`src/rtl/native_bus_arbiter.sv`:
```
// Two-master round-robin arbiter for the PicoRV32 native memory bus.
// One transaction in flight; a watchdog completes hung transactions with ERR_DATA.
module native_bus_arbiter #(
    parameter int unsigned TIMEOUT  = 256,
    parameter logic [31:0] ERR_DATA = 32'hDEAD_BEEF
) (
    input  logic        sys_clk,
    input  logic        reset,

    input  logic        m0_valid,
    input  logic [31:0] m0_addr,
    input  logic [31:0] m0_wdata,
    input  logic [3:0]  m0_wstrb,
    output logic [31:0] m0_rdata,
    output logic        m0_ready,

    input  logic        m1_valid,
    input  logic [31:0] m1_addr,
    input  logic [31:0] m1_wdata,
    input  logic [3:0]  m1_wstrb,
    output logic [31:0] m1_rdata,
    output logic        m1_ready,

    output logic        s_valid,
    output logic [31:0] s_addr,
    output logic [31:0] s_wdata,
    output logic [3:0]  s_wstrb,
    input  logic [31:0] s_rdata,
    input  logic        s_ready,

    input  logic        err_clr,
    output logic        err_flag,
    output logic [31:0] err_addr,
    output logic        busy
);

    localparam int unsigned     CNT_W    = 16;
    localparam logic [CNT_W-1:0] CNT_LAST = CNT_W'(TIMEOUT - 1);

    typedef enum logic {
        IDLE  = 1'b0,
        GRANT = 1'b1
    } state_t;

    state_t            state;
    logic              grant;
    logic              prio;
    logic [CNT_W-1:0]  count;

    logic              in_grant;
    logic              g_valid;
    logic [31:0]       g_addr;
    logic [31:0]       g_wdata;
    logic [3:0]        g_wstrb;
    logic [31:0]       g_rdata;
    logic              slave_done;
    logic              timeout_hit;
    logic              complete;

    // Datapath muxing toward the slave and back to the granted master.
    always_comb begin
        in_grant    = (state == GRANT);
        g_valid     = grant ? m1_valid : m0_valid;
        g_addr      = grant ? m1_addr  : m0_addr;
        g_wdata     = grant ? m1_wdata : m0_wdata;
        g_wstrb     = grant ? m1_wstrb : m0_wstrb;

        s_valid     = in_grant && g_valid;
        s_addr      = s_valid ? g_addr  : 32'h0;
        s_wdata     = s_valid ? g_wdata : 32'h0;
        s_wstrb     = s_valid ? g_wstrb : 4'h0;

        // A slave response in the final watchdog cycle takes precedence.
        slave_done  = s_valid && s_ready;
        timeout_hit = s_valid && !s_ready && (count == CNT_LAST);
        complete    = slave_done || timeout_hit;
        g_rdata     = timeout_hit ? ERR_DATA : s_rdata;

        m0_ready    = complete && !grant;
        m1_ready    = complete && grant;
        m0_rdata    = (in_grant && !grant) ? g_rdata : 32'h0;
        m1_rdata    = (in_grant && grant)  ? g_rdata : 32'h0;
        busy        = in_grant;
    end

    // Arbitration FSM, watchdog counter and sticky error capture.
    always_ff @(posedge sys_clk) begin
        if (reset) begin
            state    <= IDLE;
            grant    <= 1'b0;
            prio     <= 1'b0;
            count    <= '0;
            err_flag <= 1'b0;
            err_addr <= 32'h0;
        end else begin
            if (timeout_hit) begin
                err_flag <= 1'b1;
                if (!err_flag) begin
                    err_addr <= g_addr;
                end
            end else if (err_clr) begin
                err_flag <= 1'b0;
            end

            case (state)
                IDLE: begin
                    count <= '0;
                    if (m0_valid || m1_valid) begin
                        grant <= (m0_valid && m1_valid) ? prio : m1_valid;
                        state <= GRANT;
                    end
                end
                GRANT: begin
                    if (!g_valid) begin
                        // Master withdrew its request: drop it without touching priority.
                        state <= IDLE;
                        count <= '0;
                    end else if (complete) begin
                        state <= IDLE;
                        prio  <= ~grant;
                        count <= '0;
                    end else begin
                        count <= count + CNT_W'(1);
                    end
                end
                default: state <= IDLE;
            endcase
        end
    end

endmodule

```
`config.mk`:
```
export PLATFORM = sky130hd
export DESIGN_NAME = native_bus_arbiter
export DESIGN_NICKNAME = d
export VERILOG_FILES = /design/src/rtl/native_bus_arbiter.sv
export SDC_FILE = /design/constraint.sdc
export NUM_CORES = 1
export LEC_CHECK = 0
export BUFFER_PORTS_ARGS = -buffer_cell sky130_fd_sc_hd__buf_2
export CAP_MARGIN = 20
export CORE_AREA = 2 2 134 136
export CTS_BUF_LIST = sky130_fd_sc_hd__clkbuf_2 sky130_fd_sc_hd__clkbuf_4 sky130_fd_sc_hd__clkbuf_8
export DETAILED_ROUTE_END_ITERATION = 6
export DIE_AREA = 0 0 136 138
export PLACE_DENSITY = 0.48
export SLEW_MARGIN = 20
export SYNTH_ARGS = -nofsm -noshare
export SYNTH_HDL_FRONTEND = slang
export SYNTH_SLANG_ARGS = --single-unit
```
`constraint.sdc`:
```
create_clock -name sys_clk -period 3.8 [get_ports sys_clk]
set_input_delay 1.14 -clock sys_clk [delete_from_list [all_inputs] [get_ports sys_clk]]
set_output_delay 1.14 -clock sys_clk [all_outputs]
set_load 0.05 [all_outputs]
```
### Word level (Yosys, flattened, before mapping)

Cells that the tools add are included.

| storage, ports and cells | value |
|---|---|
| bits in registers | 52 |
| input bits | 174 |
| output and inout port bits | 169 |
| logic and storage cells | 48 |

| operators by class | value |
|---|---|
| add/subtract/negate cells | 1 |
| equal/unequal tests | 1 |
| muxes and demuxes | 20 |
| bitwise operators | 3 |
| reductions and logical operators | 17 |

Operators by type and width:

| kind | number |
|---|---|
| two-way mux 32 bit | 7 |
| two-way mux 16 bit | 2 |
| one-hot mux 16 bit (2 select lines) | 1 |
| adder 16 x 1 -> 16 bit (second input constant) | 1 |
| == test 16 x 8 -> 1 bit (second input constant) | 1 |
| logical AND 1 bit | 9 |
| two-way mux 4 bit | 2 |
| two-way mux 1 bit | 7 |
| AND reduction 2 bit | 2 |
| inverter 1 bit | 3 |
| AND reduction 3 bit | 1 |
| logical NOT 1 bit | 2 |
| logical OR 1 bit | 2 |
| one-hot mux 1 bit (2 select lines) | 1 |
| nonzero test 2 bit | 1 |

### Longest topological paths before layout

| logic depth | value |
|---|---|
| depth in word-level cells | 8 |
| depth in mapped cells | 8 |
| gate-level depth less buffers | 5 |

### Worst setup path after synthesis

Ideal clock, no wire load.

| path | value |
|---|---|
| path kind | input port to output port |
| start point | in m1_valid |
| end point | out m0_ready |
| data arrival time | 2,781 ps |
| data required time | 2,660 ps |
| setup slack | -121 ps |
| cell stages on the path | 6 |
| path through | mux2i_1 -> nand2b_1 -> clkbuf_1 -> inv_1 -> o21ai_0 -> nor2_1 |

| on the way | value |
|---|---|
| cells in the longest elaborated chain, start to end | 6 |
| elaborated cells on any way between the ends | 7 |
| classes of those cells | mux: 1; reduce/logical: 6 |

RTL lines:

| item | RTL line | RTL |
|---|---|---|
| from (decl) | 17 | `input logic m1_valid,` |
| two-way mux 1 bit (*) | 63 | `g_valid = grant ? m1_valid : m0_valid;` |
| logical AND 1 bit (*) | 68 | `s_valid = in_grant && g_valid;` |
| named net s_valid | 24 | `output logic s_valid,` |
| logical AND 1 bit (2 in a row) | 75 | `timeout_hit = s_valid && !s_ready && (count == CNT_LAST);` |
| logical OR 1 bit (*) | 76 | `complete = slave_done \|\| timeout_hit;` |
| logical AND 1 bit (*) | 79 | `m0_ready = complete && !grant;` |
| to (decl) | 15 | `output logic m0_ready,` |

The timed path passes the listed nets; every way through them passes the cells marked *.

### Worst setup path in the final report

| path | value |
|---|---|
| start point | reg count[9] |
| end point | out m0_rdata[28] |

| on the way | value |
|---|---|
| cells in the longest elaborated chain, start to end | 4 |

RTL lines:

| item | RTL line | RTL |
|---|---|---|
| from (decl) | 48 | `logic [CNT_W-1:0] count;` |
| from (signal assigned) | 123 | `count <= count + CNT_W'(1);` |
| == test 16 x 8 -> 1 bit | 75 |  |
| logical AND 1 bit | 75 |  |
| two-way mux 32 bit | 77 | `g_rdata = timeout_hit ? ERR_DATA : s_rdata;` |
| two-way mux 32 bit | 81 | `m0_rdata = (in_grant && !grant) ? g_rdata : 32'h0;` |
| to (decl) | 14 | `output logic [31:0] m0_rdata,` |

No other way between the ends.

==> run summary <==
status - complete, no violations
worst skew pair latency - 0.30 ns
min cycle time layout - 3.69 ns
area grow syn2layout - 60.2%
detailed-route via count - 4337
DR vias/cell - 4.35
layout cells sized above 1 - 49.9%
Ys Warns - 0
most frequent cells in the layout - 340 x buf_2, 88 x nor2_1, 69 x mux2i_1, 51 x dfxtp_1, 48 x o21a_1
nature of the critical path endpoint - output pin
top cell type's share of synthesized area - 29.2%
Worst Path Max Fanout - 14
clk sinks - 52
worst r2r src - count[9]
Post-layout nets - 941
clk slew on worst S/H paths - 0.10 ns
routed wl met2 - 7320 um
CP Launch Type - flop
std cell rows - 49
final-report hold violation count - 0
CTS tree - built
Die ar. - 18800 um2
actual slew at the worst max-slew pin - 0.699 ns
Clock H-tree levels - 2
PnR worst setup slack - 0.107 ns
Max Cap Viol - 0
PwrDens - 274 nW/um2
commonest non-fill, non-tap cell in the layout - buf_2
initial antenna violation count - 0
Final period util - 97.2%
leak pwr - 0.00286 uW
Die X - 136 um
Syn Inst Count - 446
min-delay worst type - reg2reg
largest net degree at the start of global routing - 53
Worst Path Required - 2.66 ns
Slew HR - 53.3%
Ports - 343
Layout fillers - 1941
sequential area share after synthesis - 29.2%
number of global-route vias before repair - 4091
Mapped Avg Cell Area - 8.00 um2
Initial Util - 20.4%
Antenna Violating Nets Remaining - 0
wire per inst - 14.3 um
CTS root buf - clkbuf_8
routed length on met3 - 850 um
dpl ws - 0.114 ns
clock skew - 0.0111 ns
Post-route DRC - 0
Netlist cell types - 32
Crit Path Category - reg2out
Worst R2R Path Depth - 6
routed length on met1 - 5950 um
syn nets - 621
Final setup violation count - 0
DR top layer - met4
first-pass GRT wire length - 21300 um
maximum VDD drop - 189 uV
worst setup path start - count[9]
Placed Cells - 984
DP Wirelength - 11000 um
Congestion Overflow GR - 0
Detailed Routing Iterations Pass 1 - 4
Num CTS Buffers - 5
Post-Syn Area - 3570 um2
CP arrival - 2.55 ns
GPL Wtd Cong - 0.811
hold buffers post-CTS - 0
die height - 138 um
Post-Route WL - 14300 um
worst hold start - prio
IO buf count - 342
Longest Clk Path Bufs - 2
Post-Layout Cell Count - 996
flops & latches, synth - 52
# diodes - 0
main area contributors after synthesis - dfxtp_1 29%, mux2i_1 19%, o21a_1 10%
Iteration-0 DRC Markers - 176
post-synth top area cell - dfxtp_1
Peak Freq - 271 MHz
hold depth - 2
max-slew violations - 0
core box area - 17500 um2
gr usage total - 14.1%
## through the flow
stage	TNS, ns	utilization [%]	power [uW]	area, um2	hold slack (ns)
floorplan	0	-	973	3580	0.434
global placement	0	31.4	1170	5510	0.464
detailed placement	0	31.4	1170	5510	0.466
CTS	0	32.1	1590	5640	0.482
global route	-0.00297	32.6	1650	5720	0.504
finish	0	32.6	1570	5720	0.476
## registers in the layout (all words and copies together) (netlist names)
signal and cells:
busy 1, count 16, err_addr 32, err_flag 1, grant 1, prio 1
## cells by family after synthesis
kind of cell               count (synthesis)  share of synthesized area, %
buffers and inverters                     53                          7.12
DFF                                       52                          29.2
and+or+nand+nor                          137                          17.8
adders and majority gates                  1                         0.351
muxes                                     69                          19.4
AOI/OAI and AO/OA                        120                          22.8
xor gates and xnor gates                  14                          3.44
## cell usage after synthesis (all sizes together)
cell and instances:
nor3b 1, o31ai 1, and2 2, a21oi 34, dfxtp 52, or4 3, nor3 4, nor2 90
clkbuf 22, o211ai 1, buf 23, mux2i 69, and3 16, nor4 6, o211a 1, xnor2 12
o21ai 2, nand4 4, nand2b 2, ha 1, nand3b 1, xor2 2, inv 8, nand3 5
o21a 48, nand2 3, a211oi 33
## final timing paths
path / end / slack, ns
max: m0_rdata[28] / 0.11
max reg2reg: busy / 1.16
min reg2reg: prio / 0.48
min: prio / 0.48
## worst max-delay path, stage by stage (launching register included)
cell       delay [ns]
dfxtp_1          0.38
or4_1            0.58
nor4_4           0.35
nor3b_4          0.27
buf_12           0.14
clkbuf_16        0.16
o21a_1           0.11
buf_2            0.26
## power breakdown
part	total (uW)	switching, uW	internal, uW
Sequential	559	11.6	547
Clock	413	197	216
Combinational	597	409	188
Total	1570	618	951
## final cells by class
class	count	area (um2)	share of cell area (%)
flip-flops and latches	52	1040	18.3
clock buffers	6	82.6	1.44
well taps	229	287	5.01
repair buffers	358	1910	33.4
inverters	8	30.0	0.525
multi-input cells	341	2330	40.7
clock inverters	2	38.8	0.678
## per-layer routing
layer,GRT usage [%],vias to the layer above
met5,0,-
met4,2.30,0
met3,2.42,8
met2,25.5,153
met1,17.4,1950
li1,-,2226
## timing repair
item	CTS	global route
resized for setup	0	4
setup buffers	0	3
setup endpoints to repair	0	76
(Power assumes the default switching activity.)
